### config.mk
export PLATFORM = sky130hd
export DESIGN_NAME = priority_decoder_2x4_dispatch
export DESIGN_NICKNAME = d
export VERILOG_FILES = /design/src/rtl/priority_decoder_2x4_dispatch.sv
export SDC_FILE = /design/constraint.sdc
export NUM_CORES = 1
export LEC_CHECK = 0
export CORE_MARGIN = 5
export CORE_UTILIZATION = 40
export CTS_BUF_LIST = sky130_fd_sc_hd__clkbuf_8
export DETAILED_ROUTE_END_ITERATION = 16
export DONT_BUFFER_PORTS = 1
export GPL_TIMING_DRIVEN = 0
export HOLD_SLACK_MARGIN = 0.12
export PLACE_DENSITY = 0.64
export SLEW_MARGIN = 30
export SYNTH_ARGS = -nofsm -noshare
export SYNTH_HDL_FRONTEND = slang
export SYNTH_SLANG_ARGS = --single-unit
### constraint.sdc
create_clock -name clk -period 1.6 [get_ports clk]
set_clock_uncertainty 0.05 [all_clocks]
set_input_delay 0.32 -clock clk [delete_from_list [all_inputs] [get_ports clk]]
set_output_delay 0.32 -clock clk [all_outputs]
set_load 0.05 [all_outputs]
### src/rtl/priority_decoder_2x4_dispatch.sv
// priority_decoder_2x4_dispatch: turns encoded winners into held, acknowledged one-hot lines with timeout.
// Optional one-entry skid buffer enabled by defining PRIORITY_DECODER_SKID_EN.
module priority_decoder_2x4_dispatch #(
  parameter int TIMEOUT = 16
) (
  input  logic       clk,
  input  logic       rst,
  input  logic       in_valid,
  output logic       in_ready,
  input  logic [2:0] in_code,
  input  logic       in_none,
  output logic [3:0] line,
  input  logic [3:0] ack,
  output logic       busy,
  output logic       none_seen,
  output logic       timeout,
  output logic       err
);
  localparam int CW = TIMEOUT > 0 ? $clog2(TIMEOUT + 1) : 1;
  typedef enum logic {IDLE, ASSERT} state_t;
  state_t state, state_n;
  logic [3:0] line_n;
  logic [CW-1:0] cnt, cnt_n;
  logic fire, hit, expire, go, go_none;
  logic [2:0] go_code;
  assign fire = in_valid && in_ready;
  assign hit = state == ASSERT && |(ack & line);
  assign expire = state == ASSERT && !hit && TIMEOUT > 0 && cnt == CW'(TIMEOUT - 1);
  assign busy = state == ASSERT;
`ifdef PRIORITY_DECODER_SKID_EN
  logic skid_full, skid_none;
  logic [2:0] skid_code;
  assign in_ready = !skid_full;
  // a release with an empty skid may take a same-edge transfer straight through
  assign go = (state == IDLE && fire) || ((hit || expire) && (skid_full || fire));
  assign go_none = skid_full ? skid_none : in_none;
  assign go_code = skid_full ? skid_code : in_code;
  always_ff @(posedge clk or posedge rst)
    if (rst) begin
      skid_full <= 1'b0;
      skid_none <= 1'b0;
      skid_code <= '0;
    end else if (hit || expire) begin
      skid_full <= 1'b0;
    end else if (state == ASSERT && fire) begin
      skid_full <= 1'b1;
      skid_none <= in_none;
      skid_code <= in_code;
    end
`else
  assign in_ready = state == IDLE;
  assign go = fire;
  assign go_none = in_none;
  assign go_code = in_code;
`endif
  always_comb begin
    state_n = state;
    line_n = line;
    cnt_n = cnt;
    if (state == ASSERT) begin
      if (hit || expire) begin
        state_n = IDLE;
        line_n = '0;
      end else if (cnt != '1) cnt_n = cnt + 1'b1;
    end
    if (go && !go_none && !go_code[2]) begin
      state_n = ASSERT;
      line_n = 4'b0001 << go_code[1:0];
      cnt_n = '0;
    end
  end
  always_ff @(posedge clk or posedge rst)
    if (rst) begin
      state <= IDLE;
      line <= '0;
      cnt <= '0;
      none_seen <= 1'b0;
      timeout <= 1'b0;
      err <= 1'b0;
    end else begin
      state <= state_n;
      line <= line_n;
      cnt <= cnt_n;
      none_seen <= go && go_none;
      timeout <= expire;
      if (go && !go_none && go_code[2]) err <= 1'b1;
    end
endmodule
After elaboration in Yosys (flattened, before gate mapping)
Index checks and enable logic that the tools add are counted.
{"block": "word_totals", "word_cells": 41, "regBits": 13, "in_bits": 11, "ramBits": 0, "out_inout_bits": 9, "memories": 0, "latchBits": 0, "rom_bits": 0}
{"block": "op_classes", "muxes": 10, "bitwise_logic": 2, "reduce_logical": 18, "shift": 1, "n_div": 0, "mul": 0, "n_addsub": 1, "n_eq_ne": 3, "n_lt_le_gt_ge": 0}
{"cell": "2-to-1 mux 5 bit", "count": 4}
{"cell": "2-to-1 mux 4 bit", "count": 3}
{"cell": "logical AND 1 bit", "count": 8}
{"cell": "nonzero test 2 bit", "count": 3}
{"cell": "adder 5 x 1 -> 5 bit (second input constant)", "count": 1}
{"cell": "equality test 5 x 4 -> 1 bit (second input constant)", "count": 1}
{"cell": "inequality test 5 bit (second input constant)", "count": 1}
{"cell": "bitwise AND 4 bit", "count": 1}
{"cell": "OR reduction 4 bit", "count": 1}
{"cell": "left shift 1 x 2 -> 4 bit (first input constant)", "count": 1}
{"cell": "zero test 1 bit", "count": 3}
{"cell": "2-to-1 mux 1 bit", "count": 3}
{"cell": "AND reduction 3 bit", "count": 1}
{"cell": "inequality test 2 x 1 -> 1 bit (second input constant)", "count": 1}
{"cell": "AND reduction 2 bit", "count": 1}
{"cell": "logical OR 1 bit", "count": 1}
{"cell": "inverter 1 bit", "count": 1}

Longest topological paths before layout
Gate-level depths: netlist of the first run.
{"block": "depth", "depth_word": 10, "depth_mapped": 7, "mapped_depth_nobuf": 7}

Worst setup path before layout of the first run
No wires, ideal clock.
{"block": "synth_timing", "path_kind": "reg2reg", "startpoint": "reg cnt[0]", "endpoint": "reg cnt[3]", "required_ps": 1420, "n_path_buf": 0, "period_less_slack_ps": 1790, "setup_time_ps": 130, "path_stages_with_launch": 8, "arrival_time_ps": 1610, "setup_slack_ps": -190, "path_cell_list": "dfrtp_1 > ha_1 > and3_1 > ha_1 > nor2_1 > nand4_2 > o211ai_1 > o31ai_1"}
{"block": "synth_via", "elab_chain_len": 5, "elab_cells_between_ends": 12, "classes_between": "1 x add/sub; 3 x eq/ne; 4 x mux; 4 x reduce/logical"}
{"item": "start, declared", "line": "23", "source": "logic [CW-1:0] cnt, cnt_n;"}
{"item": "start signal, assigned", "line": "83", "source": "cnt <= cnt_n;"}
{"item": "adder 5 x 1 -> 5 bit / equality test 5 x 4 -> 1 bit (equally long branches)", "line": "64, 28"}
{"item": "2-to-1 mux 5 bit / logical AND 1 bit (equally long branches)", "line": "64, 28"}
{"item": "2-to-1 mux 5 bit / logical OR 1 bit (equally long branches)", "line": "61", "source": "if (hit || expire) begin"}
{"item": "2-to-1 mux 5 bit / inequality test 2 x 1 -> 1 bit (equally long branches)"}
{"item": "2-to-1 mux 5 bit / AND reduction 3 bit (equally long branches)"}
Parallel ways exist; a longest one is shown, timed or not. The select of a mux whose other input is x is not followed.
A chain may end at the register's enable or synchronous reset.

Worst setup path after layout of the first run
{"block": "layout_timing", "startpoint": "reg cnt[1]", "endpoint": "reg cnt[1]"}
The elaborated chain is that of the path after synthesis.

==> results of run 1 <==
==> stage by stage <==
| step | util | hold WS [ns] |
|---|---|---|
| 5_1_grt | 0.5864 | 0.1511 |
| 6_report | 0.5864 | 0.1523 |
| 3_5_place_dp | 0.4635 | 0.2127 |
| 3_3_place_gp | 0.4635 | 0.2060 |
| 2_1_floorplan | - | 0.1469 |
| 4_1_cts | 0.5415 | 0.1530 |
==> path summary, 6_finish.rpt <==
check	slack (ns)	start	to	depth (start not counted)
worst max-delay path	-0.09	cnt[1]	cnt[1]	8
worst min-delay path	0.15	in_code[2]	err	1
worst max register to register	-0.09	cnt[1]	cnt[1]	8
worst min register to register	0.45	cnt[3]	cnt[3]	1
max in group asynchronous	0.62	rst	busy	2
min in group asynchronous	0.50	rst	cnt[0]	2
==> sequential cells by signal, indices dropped and copies added (netlist names) <==
signal and flops:
timeout 1, line 4, busy 1, cnt 5, err 1, none_seen 1
==> what timing repair did <==
action | CTS | global route
cloned | 1 | 0
hold endpoints to repair | 14 | 0
setup endpoints to repair | 9 | 11
pin swaps | 4 | 13
resized for setup | 2 | 9
hold buffers | 2 | 0
setup buffers | 4 | 4
==> area by class of cell <==
type                            instances  area (um^2)  share of cell area
Clock inverter                          1        3.754            0.004249
Multi-Input combinational cell         39        376.6              0.4263
Sequential cell                        13        331.6              0.3754
Inverter                                5        18.77             0.02125
Buffer                                  1        11.26             0.01275
Tap cell                               16        20.02             0.02266
Clock buffer                            3        41.29             0.04674
Timing Repair Buffer                   10        80.08             0.09065
==> report_power, final <==
group	internal (uW)	total, uW	switching (uW)
clock	170	285	116
combinational	234	491	256
sequential	430	726	296
total	834	1500	668
==> logic make-up (layout without fill, tap and decap cells) <==
| group | count (synthesis) | after routing | share of synthesized area |
|---|---|---|---|
| flops | 13 | 13 | 0.5179 |
| fa+ha+maj | 3 | 3 | 0.05977 |
| compound gates | 16 | 16 | 0.1793 |
| simple gates | 19 | 20 | 0.1952 |
| buf+inv | 6 | 20 | 0.04781 |
==> worst register-to-register path, delay by kind of cell, from the launching register on <==
family	cells	cell delay, ns
AOI/OAI and AO/OA	1	0.08
adders and majority gates	2	0.35
buffers and inverters	1	0.17
DFF	1	0.38
and+or+nand+nor	4	0.53
==> cell usage in the layout (no fill, tap or decap), drive strengths merged, types with 3 or more instances in the layout <==
cell type	synthesis	layout
dfrtp	13	13
buf	1	9
inv	5	6
o21ai	4	4
nand3	4	4
clkbuf	0	3
ha	3	3
nor2	3	3
and3	3	3
==> per-layer routing <==
layer / wire length [um] / global-route usage
met1: 589 / 0.1463
met2: 752 / 0.1864
met3: 118 / 0.05723
met4: 29 / 0.05240
met5: 0 / 0
==> summary.md, run 1 <==
| Metric | Value |
|---|---|
| Placed Cells | 73 |
| CTS buffer count | 3 |
| Vias per inst | roughly 5.7 |
| Worst skew pair latency | 0.24 ns |
| Clk sinks | 13 |
| Final worst path period share | 1.055 |
| Initial antenna violation count | 0 |
| Setup WS pre-CTS | -0.1347 ns |
| Cell accounting for the most synthesized area | dfrtp_1 |
| Final Hold Vio Count | 0 |
| Ranking of synthesized cells by area | dfrtp_1 (52%), ha_1 (6.0%), nand3_1 (3.2%), o21ai_0 (3.2%), inv_1 (3.0%) |
| Seq/Total Area, Yosys | 0.5179 |
| DRC violations left | 0 |
| I/O Buffers | 0 |
| Violated checks | negative setup slack |
| Clock Pin Slew Worst Setup and Hold Paths | 0.05 ns |
| Worst slew margin | 0.6523 |
| Slowest CP cell | dfrtp_1 |
| Hold Crit Class | primary input to flip-flop |
| Worst path bufs/invs | 1 |
| Clk buf depth | 2 |
| Die extent in y | 49.63 um |
| Number of synthesized flops with an enable pin | 0 |
| Power per cell area | 1700 mW/mm^2 |
| Tightest Pin Transition | approximately 0.52 ns |
| Die width | about 50 um |
| Fraction of registers with async set/reset | 1.000 |
| Post-synth top area share | 0.5179 |
| Worst vdd ir | 0.001076 V |
| Layout Cells excl Fill | 88 |
| Net Count, Synth | between 70 and 80 |
| Slowest stage delay, CP | 0.38 ns |
| Critical path endpoint category | flip-flop |
| Synth Cell Area | 628.1 um^2 |
| Fillers | 124 |
| GRT Util Overall | 0.1225 |
| Final setup viols | 9 |
| Mapped Cells | 57 |
| Total power | 1502 uW |
| Synth Warn # | 0 |
| CTS root buf | clkbuf_8 |
| DP Area | approximately 700 um^2 |
| Top-count cell post-synth | dfrtp_1 |
| Worst path arrival time | approximately 1.8 ns |
| Crit-path cells | ha_2 > and3_4 > ha_4 > nor2_4 > nand4_4 > buf_4 > nand3_1 > o21ai_0 |
| Die area | 0.002463 mm^2 |
| Maxcap violations | 0 |
| RSZ-0062 raised after global routing | yes |
| CORE AREA | 0.001506 mm^2 |
| IO Count | 20 |
| Synth Flop Type | dfrtp_1 |
| Final instance area | slightly below 900 um^2 |
| Pin count of the biggest net entering global routing | 14 |
| Crit path max-delay family | simple AND/OR/NAND/NOR gates |
| Area Overhead vs Synth | 40.64% |
| Startpoint Class | flip-flop |
| Syn_area_per_cell | around 11 um^2 |
| Synth cell types | 26 |
| Placer's final routability congestion estimate | 0.7352 |
| Drt total wl | 1.489 mm |
| First-pass DRT Iterations | 4 |
| Yosys reg bits | 13 |
| Starting Density | 0.4169 |
| Routed Antenna Nets | 0 |
| Starting DRT DRC Count | 11 |
| Htree depth | 1 |
| P_leak | 0.0003773 uW |
| Grt ovf | 0 |
| Via count | 505 |
| Outcome | finished with violations |
| Routed length per instance | between 15 and 20 um |
| Vias in the first global route | between 400 and 500 |
| Antenna diodes | 0 |
| Sum Neg Setup Slack | -0.3784 ns |
| Crit Path Max Fanout | 5 |
| Post-synth top cells | dfrtp_1 (13), inv_1 (5), nand3_1 (4), o21ai_0 (4), ha_1 (3) |
| Layout cells sized above 1 | 0.4583 |
| Post-DP HPWL | 922.8 um |
| Nets | 87 |
| CP required | 1.67 ns |
| Min Tclk post-route | 1.687 ns |
| Max Fclk | 592.7 MHz |
| Crit Path Category | flip-flop to flip-flop |
| CTS tree | built |
| Site Rows | 14 |
| Final worst slack | -0.08728 ns |
| Fin. max-slew vios | 0 |
| Global-route wire length before repair | 2.325 mm |
(Power assumes the default switching activity.)
==> run 2: changes to the inputs <==
Settings changed: ABC_CLOCK_PERIOD_IN_PS set to 1600, CTS_BUF_LIST sky130_fd_sc_hd__clkbuf_8 to unset.
==> summary.md, run 2 (same netlist as run 1, synthesis figures left out) <==
| Metric | Value |
|---|---|
| Reg2Reg Depth | 8 |
| Sw Share | 0.4701 |
| Regs by FF count | cnt x5, line x4 |
| Critical path endpoint category | flip-flop |
| First-pass DRT Iterations | 4 |
| Post-DP HPWL | 922.8 um |
| Largest register FFs | 5 |
| Pin count of the biggest net entering global routing | 14 |
| Violated checks | negative setup slack |
| Worst vdd ir | 0.001026 V |
| Final worst slack | -0.06696 ns |
| Final worst path period share | 1.042 |
| Antenna diodes | 0 |
| Launch point of the worst reg-to-reg path | cnt[0] |
| Initial antenna violation count | 0 |
| Maxcap violations | 0 |
| Tightest Pin Transition | between 0.5 and 0.6 ns |
| Crit path capture | cnt[4] |
| Hold Crit Class | primary input to flip-flop |
| RSZ-0062 raised after global routing | yes |
| Worst slew margin | 0.6583 |
| Clock share of power | 0.138 |
| Worst skew pair latency | 0.27 ns |
| Outcome | finished with violations |
| Worst path arrival time | 1.77 ns |
| CORE AREA | 0.001506 mm^2 |
| Sum Neg Setup Slack | -0.3876 ns |
| Most frequent cells in the layout | dfrtp_1 (9), buf_4 (5), inv_1 (4), dlygate4sd3_1 (4) |
| Clock Pin Slew Worst Setup and Hold Paths | ~0.070 ns |
| Comb power frac | 0.344 |
| CP required | 1.71 ns |
| Htree depth | 1 |
| Die area | 0.002463 mm^2 |
| P_leak | 0.0003540 uW |
| Final Hold Vio Count | 0 |
| I/O Buffers | 0 |
| Placer's final routability congestion estimate | roughly 0.74 |
| R2R Setup Slk | -0.07 ns |
| CTS tree | built |
| GRT Util Overall | 0.1269 |
| Fillers | around 140 |
| Min Tclk post-route | 1.667 ns |
| Via count | 499 |
| Routed length per instance | ~17 um |
| Die extent in y | 49.63 um |
| Net Switching | 663.1 uW |
| Vias in the first global route | 487 |
| P_int | between 700 and 800 uW |
| Starting Density | 0.4169 |
| Startpoint Class | flip-flop |
| Starting DRT DRC Count | 15 |
| Final Util | 0.5748 |
| Clk buf depth | 2 |
| Power per cell area | 1629 mW/mm^2 |
| Crit Path Category | flip-flop to flip-flop |
| IO Count | 20 |
| Worst R2R End | cnt[4] |
| Largest Register | cnt |
| CTS root buf | clkbuf_4 |
| DRC violations left | 0 |
| Site Rows | 14 |
| Global-route wire length before repair | 2.415 mm |
| Final setup viols | 9 |
| Clk sinks | 13 |
| Crit Path Max Fanout | 5 |
| Area Overhead vs Synth | 37.85% |
| Fin. max-slew vios | 0 |
| Layout cells sized above 1 | 0.4507 |
| Vias per inst | 5.736 |
| Die width | 49.63 um |
| Routed Antenna Nets | 0 |
| Max Fclk | between 500 and 600 MHz |
| Layout Cells excl Fill | 87 |
| CTS buffer count | 3 |
| Hold path depth | 2 |
| Placed Cells | 73 |
| Commonest non-fill, non-tap cell in the layout | dfrtp_1 |
| Reg power frac | 0.518 |
| Worst setup path startpoint | cnt[0] |
| Nets | 86 |
| Grt ovf | 0 |
| Drt total wl | 1.515 mm |
[run 2: cell count changes in the layout (fill, tap and decap cells not counted), moves of 2 or more]
cell           change
clkbuf_8           -3
clkbuf_4           +3
dlygate4sd3_1      +2
buf_4              -3
inv_1              -2
[run 2: what timing repair did]
| action | in CTS | in global routing |
|---|---|---|
| setup buffers | 3 | 2 |
| hold endpoints to repair | 14 | 2 |
| gates cloned | 1 | 0 |
| gates resized for setup | 7 | 7 |
| hold buffers | 2 | 2 |
| pin swaps | 4 | 10 |
| endpoints found under the setup margin | 10 | 11 |
[run 2: per-stage QoR]
step | hold WS, ns | area, um^2 | power (uW) | setup slack (ns)
after floorplan | 0.1469 | 678.2 | 967.1 | -0.02625
after CTS | 0.1217 | 805.8 | 1344 | -0.08946
after global placement | 0.2060 | 698.2 | 1029 | -0.1258
after global routing | 0.1236 | 865.8 | 1505 | -0.1806
final | 0.1379 | 865.8 | 1411 | -0.06696
after detailed placement | 0.2127 | 698.2 | 1038 | -0.1347
[run 2: worst min-delay path by stage]
stage / start / endpoint / slack (ns)
floorplan: rst / cnt[0] / 0.15
global placement: rst / err / 0.21
detailed placement: rst / cnt[0] / 0.21
CTS: in_code[2] / err / 0.12
global route: in_code[0] / line[1] / 0.12
finish: in_code[0] / line[1] / 0.14
[run 2: power groups by stage]
stage / logic, uW / registers (uW) / clock network [uW]
6_report: 485 / 731 / 194
2_1_floorplan: 282 / 685 / 0
3_5_place_dp: 325 / 713 / 0
4_1_cts: 415 / 725 / 204
3_3_place_gp: 319 / 710 / 0
5_1_grt: 536 / 746 / 223
[run 2: cell type report]
| class | count | area (um^2) | share of cell area |
|---|---|---|---|
| Buffer | 1 | 11.26 | 0.01301 |
| Sequential cell | 13 | 332.8 | 0.3844 |
| Clock buffer | 4 | 26.28 | 0.03035 |
| Inverter | 5 | 22.52 | 0.02601 |
| Timing Repair Buffer | 9 | 77.57 | 0.08960 |
| Multi-Input combinational cell | 39 | 375.4 | 0.4335 |
| Tap cell | 16 | 20.02 | 0.02312 |
[run 2: per-layer routing]
| metal | global-route usage | wire (um) | up-vias |
|---|---|---|---|
| li1 | - | - | 237 |
| met5 | 0 | 0 | - |
| met2 | 0.2161 | 821 | 18 |
| met1 | 0.1445 | 595 | 244 |
| met4 | 0.01310 | 0 | 0 |
| met3 | 0.06627 | 99 | 0 |
[run 2: worst max-delay path: stages (launching register included)]
cell and delay, ns:
dfrtp_1 0.39, ha_2 0.18, and3_4 0.20, ha_4 0.16
nor2_4 0.13, buf_4 0.13, nand4_4 0.14, nand3_2 0.11
o21ai_0 0.07
==> run 3: changes to the inputs <==
Settings changed: CORE_AREA set to 5 5 42 44, CORE_MARGIN 5 to unset, CORE_UTILIZATION 40 to unset, DIE_AREA set to 0 0 47 49, PLACE_DENSITY 0.64 to 0.72.
==> summary.md, run 3 (same netlist as run 1, synthesis figures left out) <==
| Metric | Value |
|---|---|
| Outcome | finished with violations |
| Violated checks | negative setup slack |
| CORE AREA | 0.001401 mm^2 |
| Die area | 0.002303 mm^2 |
| Starting DRT DRC Count | 10 |
| Final Util | 0.6071 |
| Crit Path Max Fanout | 5 |
| Met2 wire length | between 700 and 800 um |
| Clk sinks | 13 |
| Final setup viols | 9 |
| Max Fclk | ~580 MHz |
| Crit path max-delay family | simple AND/OR/NAND/NOR gates |
| Worst path arrival time | 1.84 ns |
| Layout cells sized above 1 | 0.4286 |
| CTS buffer count | 3 |
| Antenna diodes | 0 |
| Multi-input gate area | 371.6 um^2 |
| I/O Buffers | 0 |
| Worst path bufs/invs | 0 |
| Crit-path cells | ha_2 > and3_4 > ha_4 > nor2_4 > nand4_4 > o211ai_1 > o31ai_1 |
| Wl on met1 | 570 um |
| Maxcap violations | 0 |
| Site Rows | 14 |
| Min Tclk post-route | 1.729 ns |
| Die extent in y | 49 um |
| Crit Path Category | flip-flop to flip-flop |
| Largest register FFs | 5 |
| Commonest non-fill, non-tap cell in the layout | dfrtp_1 |
| Vias in the first global route | 506 |
| CTS tree | built |
| Final Hold Vio Count | 0 |
| Vias per inst | 5.988 |
| Drt total wl | 1.428 mm |
| Placer's final routability congestion estimate | 0.6864 |
| RSZ-0062 raised after global routing | yes |
| CTS root buf | clkbuf_4 |
| Critical path endpoint category | flip-flop |
| R2R Setup Slk | -0.13 ns |
| Startpoint Class | flip-flop |
| First-pass DRT Iterations | 4 |
| Final worst slack | -0.1294 ns |
| Starting Density | 0.4482 |
| Fillers | 108 |
| CP required | 1.71 ns |
| Routed length per instance | ~17 um |
| Highest routed layer | met4 |
| WL met3 | 91 um |
| GRT Util Overall | 0.1373 |
| Hold Crit Class | primary input to flip-flop |
| Tightest Pin Transition | between 0.5 and 0.6 ns |
| Area Overhead vs Synth | 35.46% |
| Power per cell area | 1654 mW/mm^2 |
| DRC violations left | 0 |
| Worst slew margin | 0.6440 |
| Post-DP HPWL | 880.1 um |
| Most frequent cells in the layout | dfrtp_1 (10), buf_4 (5), nand3_1 (4), inv_1 (4) |
| Register area | 331.6 um^2 |
| Slowest stage delay, CP | 0.40 ns |
| Via count | 515 |
| P_leak | ~0.00035 uW |
| Clk buf depth | 2 |
| Final worst path period share | 1.081 |
| Nets | 85 |
| Fin. max-slew vios | 0 |
| Clock Pin Slew Worst Setup and Hold Paths | about 0.08 ns |
| Worst skew pair latency | 0.28 ns |
| Initial antenna violation count | 0 |
| Die width | 47 um |
| Regs by FF count | cnt x5, line x4 |
| Slowest CP cell | dfrtp_1 |
| IO Count | 20 |
| Grt ovf | 0 |
| Pin count of the biggest net entering global routing | 14 |
| Htree depth | 1 |
| Global-route wire length before repair | 2.242 mm |
| Routed Antenna Nets | 0 |
| Largest Register | cnt |
| Worst vdd ir | roughly 0.00077 V |
| Sum Neg Setup Slack | -0.8005 ns |
## run 3: area by class of cell
cell class	count	area share
repair buffers	8	0.07941
plain buffers	1	0.01324
flip-flops and latches	13	0.3897
clock buffers	4	0.03088
well taps	16	0.02353
inverters	5	0.02647
multi-input cells	39	0.4368
## run 3: path summary, 6_finish.rpt
check,start,to,cells past startpoint
max,cnt[1],cnt[2],7
min in group asynchronous,rst,cnt[0],2
max in group asynchronous,rst,busy,2
min reg2reg,cnt[3],cnt[3],1
max reg2reg,cnt[1],cnt[2],7
min,in_code[0],line[1],2
## run 3: power breakdown
group          switching (uW)  internal [uW]
Sequential                300            429
Clock                     112           96.9
Combinational             251            219
## run 3: what timing repair did
action,4_1_cts,5_1_grt
gates cloned,1,0
hold endpoints to repair,16,0
hold buffers,3,0
resized for setup,6,6
setup endpoints to repair,10,10
pin swaps,3,7
buffers inserted,1,4
## run 3: per-stage QoR
step | hold slack [ns] | instance area, um^2 | worst slack, ns | cells | power (uW)
after floorplan | 0.1469 | 678.2 | -0.02625 | 57 | 967.1
after global placement | 0.2045 | 698.2 | -0.1234 | 73 | 1020
after detailed placement | 0.2109 | 698.2 | -0.1533 | 73 | 1034
after CTS | 0.1319 | 799.5 | -0.09945 | 82 | 1321
after global routing | 0.1406 | 850.8 | -0.2252 | 86 | 1496
final | 0.1415 | 850.8 | -0.1294 | 86 | 1407
## run 3: metal layers
layer | vias up | global-route usage
li1 | 237 | -
met1 | 259 | 0.1474
met2 | 14 | 0.2149
met3 | 5 | 0.05166
met4 | 0 | 0.08756
met5 | - | 0
